[src/rtl/demux_16bit_1i_3o.sv]
// Write-back distributor: routes one result word into one of three holding registers,
// each with its own valid/ack handshake toward its consumer.
module demux_16bit_1i_3o #(
  parameter int WIDTH = 16,
  parameter int CNT_W = 8
) (
  input  logic             clk,
  input  logic             reset_n,
  input  logic [1:0]       s,
  input  logic [WIDTH-1:0] d,
  input  logic             in_valid,
  output logic             in_ready,
  output logic [WIDTH-1:0] a,
  output logic [WIDTH-1:0] b,
  output logic [WIDTH-1:0] c,
  output logic             a_valid,
  output logic             b_valid,
  output logic             c_valid,
  input  logic             a_ack,
  input  logic             b_ack,
  input  logic             c_ack,
  output logic             sel_err,
  input  logic             err_clr,
  output logic [CNT_W-1:0] wr_count
);

  logic [WIDTH-1:0] a_r, b_r, c_r;
  logic             a_valid_r, b_valid_r, c_valid_r;
  logic             sel_err_r;
  logic [CNT_W-1:0] wr_count_r;

  logic ready_s;
  logic accept_s;
  logic wr_a_s, wr_b_s, wr_c_s, wr_bad_s;

  // Destination is free when empty or being drained this cycle; illegal select always sinks.
  always_comb begin
    ready_s = 1'b1;
    case (s)
      2'd0:    ready_s = ~a_valid_r | a_ack;
      2'd1:    ready_s = ~b_valid_r | b_ack;
      2'd2:    ready_s = ~c_valid_r | c_ack;
      2'd3:    ready_s = 1'b1;
      default: ready_s = 1'b1;
    endcase
  end

  // Decode the accepted write into per-destination strobes.
  always_comb begin
    accept_s = in_valid & ready_s;
    wr_a_s   = accept_s & (s == 2'd0);
    wr_b_s   = accept_s & (s == 2'd1);
    wr_c_s   = accept_s & (s == 2'd2);
    wr_bad_s = accept_s & (s == 2'd3);
  end

  // Holding registers and valid flags; a write wins over a same-cycle ack.
  always_ff @(posedge clk or negedge reset_n) begin
    if (!reset_n) begin
      a_r       <= {WIDTH{1'b0}};
      b_r       <= {WIDTH{1'b0}};
      c_r       <= {WIDTH{1'b0}};
      a_valid_r <= 1'b0;
      b_valid_r <= 1'b0;
      c_valid_r <= 1'b0;
    end else begin
      if (wr_a_s) begin
        a_r       <= d;
        a_valid_r <= 1'b1;
      end else if (a_ack) begin
        a_valid_r <= 1'b0;
      end
      if (wr_b_s) begin
        b_r       <= d;
        b_valid_r <= 1'b1;
      end else if (b_ack) begin
        b_valid_r <= 1'b0;
      end
      if (wr_c_s) begin
        c_r       <= d;
        c_valid_r <= 1'b1;
      end else if (c_ack) begin
        c_valid_r <= 1'b0;
      end
    end
  end

  // Sticky illegal-select flag (set beats clear) and legal-write counter.
  always_ff @(posedge clk or negedge reset_n) begin
    if (!reset_n) begin
      sel_err_r  <= 1'b0;
      wr_count_r <= {CNT_W{1'b0}};
    end else begin
      if (wr_bad_s) begin
        sel_err_r <= 1'b1;
      end else if (err_clr) begin
        sel_err_r <= 1'b0;
      end
      if (wr_a_s | wr_b_s | wr_c_s) begin
        wr_count_r <= wr_count_r + CNT_W'(1);
      end
    end
  end

  assign in_ready = ready_s;
  assign a        = a_r;
  assign b        = b_r;
  assign c        = c_r;
  assign a_valid  = a_valid_r;
  assign b_valid  = b_valid_r;
  assign c_valid  = c_valid_r;
  assign sel_err  = sel_err_r;
  assign wr_count = wr_count_r;

endmodule

[config.mk]
export PLATFORM = sky130hd
export DESIGN_NAME = demux_16bit_1i_3o
export DESIGN_NICKNAME = d
export VERILOG_FILES = /design/src/rtl/demux_16bit_1i_3o.sv
export SDC_FILE = /design/constraint.sdc
export NUM_CORES = 1
export LEC_CHECK = 0
export CAP_MARGIN = 5
export CORE_MARGIN = 2
export CORE_UTILIZATION = 35
export DETAILED_ROUTE_END_ITERATION = 12
export PLACE_DENSITY = 0.61
export SLEW_MARGIN = 20
export SYNTH_ARGS = -nofsm -noshare
export SYNTH_HDL_FRONTEND = slang
export SYNTH_SLANG_ARGS = --single-unit
[constraint.sdc]
create_clock -name clk -period 3.7 [get_ports clk]
set_input_delay 0.37 -clock clk [delete_from_list [all_inputs] [get_ports clk]]
set_output_delay 0.37 -clock clk [all_outputs]
set_load 0.01 [all_outputs]
==> metrics.md, run 1 <==
| Metric | Value |
|---|---|
| Outcome | finished, final reports clean |
| Pre-CTS setup slack | 1.24 ns |
| Clock skew | 0.00482 ns |
| RSZ-0062 raised after global routing | false |
| Reg clk slew, reported paths | 0.07 ns |
| FF+latch count, synth | 60 |
| First drt pass iteration count | 4 |
| Area grow syn2layout | 48.7% |
| Initial Util | 35.6% |
| Worst-case reg-to-reg path depth | 5 |
| Post-synth ARST share | 100% |
| Final Max Tran Viols | 0 |
| Rel. slew slack | 43.2% |
| Port bufs | 85 |
| Post-cts resize count | 0 |
| DRC | 0 |
| Clock Sinks | 60 |
| DPL Wire Length | 3710 µm |
| R2r startpoint | c_valid |
| FF/Latch Area | 1500 µm² |
| Switching pwr | 0.606 mW |
| F_max | 406 MHz |
| Post-route ant nets | 0 |
| Overflow after GRT | 0 |
| Post-layout minimum cycle time | 2.46 ns |
| GPL Wtd Cong | 0.701 |
| Most common library cells after synthesis | dfrtp_1, mux2_1, mux2_2 |
| Synthesized area per cell | 15.1 µm² |
| Reg2Reg Setup Slack | 1.90 ns |
| Layout filler cell count | 577 |
| WL per Instance | 15.9 µm |
| Max Buffers Root-to-Sink | 2 |
| CP max FO | 10 |
| TritonCTS Buffers | 9 |
| Clock power share | 30.8% |
| Diodes inserted | 0 |
| Full die area | 7510 µm² |
| Kind of end point of the critical path | output pin |
| Ratio of cells with drive above 1 in the final layout | 18.0% |
| Area of the multi-input gates | 853 µm² |
| Most used cell, CP | clkdlybuf4s50_1 |
| Gate Count Post-Synth | 158 |
| Setup TNS | 0 ns |
| Hold Slack | 0.0763 ns |
| Slowest cell on crit path | clkdlybuf4s50_1 |
| GRT Util Overall | 15.1% |
| Combinational power share | 28.0% |
| Area leader, netlist | dfrtp_1 |
| DRT Wirelength | 5330 µm |
| Min-delay worst type | in2async |
| Post-CTS setup buffers | 0 |
| Crit path DAT | 2.09 ns |
| Cell with the most instances after synthesis | dfrtp_1 |
| Core Rows | 30 |
| Cell Area, Synth | 2390 µm² |
| Initial antenna violation count | 0 |
| Clk Latency, worst-skew pair | 0.34 ns |
| Final nets | 277 |
| Sw Ratio | 27.2% |
| Syn Nets | 184 |
| Ranking of synthesized cells by area | dfrtp_1, mux2_1, mux2_2 |
| CTS tree | done |
| Core outline area | 6720 µm² |
| Max rail drop VDD | 0.382 mV |
| Number of synthesized flops with an enable pin | 0 |
| Final setup violating endpoints | 0 |
| Tightest Pin Transition | 0.852 ns |
| Reg2Reg Capture Point | c[9] |
| Post-synth cell types | 22 |
| Avg Vias per Cell | 4.92 |
| Register area share after synthesis | 62.8% |
| Worst setup SP type | input port |
| Top Ports | 86 |
| P_leak | 1.51 nW |
| Worst path required time | 3.33 ns |
| Final Hold Viols | 0 |
| Max stage delay on crit path | 0.68 ns |
| Internal power | 1.63 mW |
| YS warnings | 0 |
| Maxcap violations | 0 |
| Clock root buffer | clkbuf_8 |
| Hold buffers post-CTS | 0 |
| Type of the worst setup path | in2out |
| Top cell type's share of synthesized area | 62.8% |
| Final critical-path share of the clock period | 66.6% |
| Die height | 86.7 µm |
| Global-route wire length before repair | 8470 µm |
| Pwr dens | 627 nW/µm² |
| DIE WIDTH | 86.7 µm |
| Max H-tree Level | 3 |
| Vias | 1652 |
| Initial DRC Count | 41 |
| CP cell instances | clkdlybuf4s50_1, nor2_1, a22oi_4, nand2_1, clkdlybuf4s50_1 |
| Predominant post-synthesis flop cell | dfrtp_1 |
| Flop pwr share | 41.2% |
| Final worst-path setup slack | 1.24 ns |
| Largest net degree at the start of global routing | 33 |
| Vias in the first global route | 1668 |
==> metrics by stage <==
| stage | area, µm² | utilization, % | power (mW) | instances |
|---|---|---|---|---|
| 6_report | 3560 | 53.0 | 2.23 | 336 |
| 5_1_grt | 3560 | 53.0 | 2.35 | 336 |
| 4_1_cts | 3560 | 53.0 | 2.27 | 336 |
| 3_5_place_dp | 3320 | 49.5 | 1.57 | 320 |
| 3_3_place_gp | 3320 | 49.5 | 1.56 | 320 |
| 2_1_floorplan | 2390 | - | 1.16 | 158 |
==> layer usage <==
metal  GRT usage, %  vias to the layer above  routed length (µm)  part of all wire, %
met5              0                        -                   0                    0
met4           4.26                        0                  57                  1.1
li1               -                      749                   -                    -
met2           23.1                       59                2520                   47
met1           18.4                      836                2290                   43
met3           8.48                        8                 460                  8.6
==> power groups by stage <==
stage / clock, mW / combinational, mW / sequential (mW)
after floorplan: 0 / 0.166 / 0.992
after global placement: 0 / 0.629 / 0.928
after detailed placement: 0 / 0.636 / 0.931
after CTS: 0.706 / 0.638 / 0.920
after global routing: 0.740 / 0.672 / 0.941
final: 0.687 / 0.625 / 0.919
==> how the worst max path moves through the flow <==
stage / end / cells after the start / slack, ns / from
finish: in_ready / 5 / 1.24 / s[0]
CTS: in_ready / 5 / 1.23 / s[0]
global route: in_ready / 5 / 1.12 / s[0]
floorplan: c[10] / 5 / 2.14 / c_valid
detailed placement: in_ready / 5 / 1.24 / s[0]
global placement: b[6] / 4 / 1.25 / in_valid
==> flip-flops by register name, indices dropped and copies added, names as in the netlist <==
name      flops
a_valid       1
wr_count      8
c_valid       1
a            16
b            16
c            16
sel_err       1
b_valid       1
==> cell type report <==
| cell class | count | share of cell area (%) |
|---|---|---|
| Inverter | 2 | 0.211 |
| Timing Repair Buffer | 87 | 24.2 |
| Clock buffer | 12 | 4.64 |
| Tap cell | 80 | 2.81 |
| Multi-Input combinational cell | 91 | 24.0 |
| Clock inverter | 4 | 1.97 |
| Sequential cell | 60 | 42.2 |
==> cell families after synthesis <==
family	Yosys count	share of synthesized area (%)
DFF	60	62.8
muxes	49	23.1
and+or+nand+nor	23	4.97
AOI/OAI and AO/OA	11	4.55
xor gates and xnor gates	7	2.56
buffers and inverters	7	1.57
adders and majority gates	1	0.523
==> layout by cell type, fill, tap and decap left out, drive strengths merged <==
cell type      count
clkdlybuf4s50     84
dfrtp             60
mux2              49
clkbuf            12
nand2              8
xor2               7
nand3              6
nand2b             3
o21ai              3
a2111oi            3
a211oi             3
buf                3
inv                2
clkinv             2
bufinv             2
nor2               2
a22oi              1
nor2b              1
and3               1
nand4              1
a21oi              1
nand3b             1
ha                 1
==> worst max-delay path, delay by kind of cell <==
family | cells | cell delay [ns]
AND/OR/NAND/NOR | 2 | 0.21
buffers and inverters | 2 | 1.17
AO/OA/AOI/OAI | 1 | 0.34
No activity file was read; power rests on OpenSTA's default activity.
==> run 2, diff against run 1 <==
==> constraint.sdc (replaced) <==
create_clock -name clk -period 2.5 [get_ports clk]
set_input_delay 0.25 -clock clk [delete_from_list [all_inputs] [get_ports clk]]
set_output_delay 0.25 -clock clk [all_outputs]
set_load 0.01 [all_outputs]
==> run 2 against run 1 <==
Sequential share of layout area down 0.38 points; die area unchanged; critical path depth did not move; worst hold slack improved by 0.39 ns; wire length increased by 1.2%; worst setup slack got worse by 0.83 ns.
==> metrics.md, run 2 (same netlist as run 1, synthesis figures left out) <==
| Metric | Value |
|---|---|
| Vias | 1623 (was 1652) |
| DRC | 0 (unchanged) |
| Setup TNS | 0 ns (unchanged) |
| Clock Sinks | 60 (unchanged) |
| Post-cts resize count | 0 (unchanged) |
| Tightest Pin Transition | 0.614 ns (was 0.852 ns) |
| Area grow syn2layout | 50.1% (was 48.7%) |
| Final setup violating endpoints | 0 (unchanged) |
| RSZ-0062 raised after global routing | false (unchanged) |
| DPL Wire Length | 3800 µm (was 3710 µm) |
| Final critical-path share of the clock period | 83.8% |
| Core Rows | 30 (unchanged) |
| Initial Util | 35.6% (unchanged) |
| Outcome | finished, final reports clean (unchanged) |
| Pre-CTS setup slack | 0.412 ns (was 1.24 ns) |
| Post-route ant nets | 0 (unchanged) |
| Clock root buffer | clkbuf_8 (unchanged) |
| Diodes inserted | 0 (unchanged) |
| Clock power share | 27.9% (was 30.8%) |
| Worst setup SP type | input port (unchanged) |
| Clock skew | 0.00744 ns (was 0.00482 ns) |
| Switching pwr | 0.898 mW (was 0.606 mW) |
| Dpl cell area | 3380 µm² (was 3320 µm²) |
| Type of the worst setup path | in2out (unchanged) |
| GRT Util Overall | 15.6% (was 15.1%) |
| Commonest non-fill, non-tap cell in the layout | clkdlybuf4s50_1 (unchanged) |
| Worst path required time | 2.25 ns (was 3.33 ns) |
| Vias in the first global route | 1729 (was 1668) |
| Reg clk slew, reported paths | 0.07 ns (about the same) |
| Min-delay worst type | in2async (unchanged) |
| P_leak | 1.52 nW (was 1.51 nW) |
| Top Ports | 86 (unchanged) |
| Avg Vias per Cell | 4.76 (was 4.92) |
| Overflow after GRT | 0 (unchanged) |
| Most frequent cells in the layout | clkdlybuf4s50_1, dfrtp_1, mux2_1 (unchanged) |
| Post-layout minimum cycle time | 2.09 ns |
| CTS tree | done (unchanged) |
| GPL Wtd Cong | 0.682 (was 0.701) |
| TritonCTS Buffers | 9 (unchanged) |
| Rel. slew slack | 59.1% (was 43.2%) |
| Global-route wire length before repair | 8930 µm (was 8470 µm) |
| Port bufs | 85 (unchanged) |
| Layout filler cell count | 593 (was 577) |
| Die height | 86.7 µm (unchanged) |
| Ratio of cells with drive above 1 in the final layout | 18.8% (was 18.0%) |
| F_max | 477 MHz |
| DRT Wirelength | 5390 µm (was 5330 µm) |
| Max rail drop VDD | 0.367 mV (was 0.382 mV) |
| First drt pass iteration count | 4 (unchanged) |
| Hold Slack | 0.465 ns (was 0.0763 ns) |
| Maxcap violations | 0 (unchanged) |
| Flop pwr share | 42.8% (was 41.2%) |
| Combinational power share | 29.3% (was 28.0%) |
| Max Buffers Root-to-Sink | 2 (unchanged) |
| Initial antenna violation count | 0 (unchanged) |
| Crit path DAT | 1.84 ns (was 2.09 ns) |
| Core outline area | 6720 µm² (unchanged) |
| Full die area | 7510 µm² (unchanged) |
| Design Area, Final | 3590 µm² (was 3560 µm²) |
| WL per Instance | 15.8 µm (was 15.9 µm) |
| Final nets | 282 (was 277) |
| Max H-tree Level | 3 (unchanged) |
| Initial DRC Count | 34 (was 41) |
| Overall Power | 3.19 mW (was 2.23 mW) |
| CP max FO | 8 (was 10) |
| Final worst-path setup slack | 0.405 ns (was 1.24 ns) |
| Sw Ratio | 28.2% (was 27.2%) |
| Internal power | 2.29 mW (was 1.63 mW) |
| Final Hold Viols | 0 (unchanged) |
| Pwr dens | 887 nW/µm² (was 627 nW/µm²) |
| DIE WIDTH | 86.7 µm (unchanged) |
| Clk Latency, worst-skew pair | 0.33 ns (was 0.34 ns) |
| Final Max Tran Viols | 0 (unchanged) |
| Largest net degree at the start of global routing | 37 (was 33) |
| Kind of end point of the critical path | output pin (unchanged) |
-- run 2: cell count changes in the layout (fill, tap and decap cells not counted) --
cell,previous run,this run
buf_12,0,2
buf_4,2,4
bufinv_16,2,1
clkbuf_1,0,1
clkbuf_8,12,11
clkinvlp_4,0,1
dlygate4sd3_1,0,1
-- run 2: critical path, cell delays in order --
cell             delay, ns
clkdlybuf4s50_1       0.58
nor2_1                0.11
a22oi_4               0.33
nand2_1               0.09
clkdlybuf4s50_1       0.49
-- run 2: timing repair --
item	CTS	global route
endpoints found under the hold margin	24	0
buffers inserted	0	0
endpoints found under the setup margin	0	0
hold buffers	1	0
-- run 2: path summary, 6_finish.rpt --
kind / start / end / slack [ns] / cells past startpoint
min in group clk: wr_count[7] / wr_count[7] / 0.47 / 1
worst max register to register: c_valid / c[2] / 0.93 / 5
max in group asynchronous: reset_n / a[9] / 1.42 / 3
worst max-delay path: s[1] / in_ready / 0.41 / 5
worst min-delay path: reset_n / c[12] / 0.47 / 2
worst min register to register: wr_count[7] / wr_count[7] / 0.47 / 1
-- run 2: power by group through the flow --
| stage | Clock (mW) | Sequential (mW) | Combinational, mW |
|---|---|---|---|
| floorplan | 0 | 1.47 | 0.245 |
| global placement | 0 | 1.38 | 0.938 |
| detailed placement | 0 | 1.38 | 0.944 |
| CTS | 0.912 | 1.37 | 0.951 |
| global route | 0.965 | 1.40 | 1.01 |
| finish | 0.888 | 1.36 | 0.934 |
-- run 2: layer usage --
layer,global-route usage [%],share of wire (%),vias to the layer above
li1,-,-,758
met1,20.5,45,802
met2,23.2,46,57
met3,6.57,7.4,6
met4,5.54,1.1,0
met5,0,0,-
-- run 2: stage by stage --
stage,util [%],instances
floorplan,-,158
global placement,50.3,324
detailed placement,50.3,324
CTS,53.4,341
global route,53.4,341
finish,53.4,341
-- run 2: cell type report --
cell class	instances	area [µm²]	area share (%)
clock buffers	12	155	4.32
multi-input cells	91	853	23.8
well taps	80	100	2.79
repair buffers	92	926	25.8
flip-flops and latches	60	1500	41.8
clock inverters	4	47.5	1.32
inverters	2	7.51	0.209
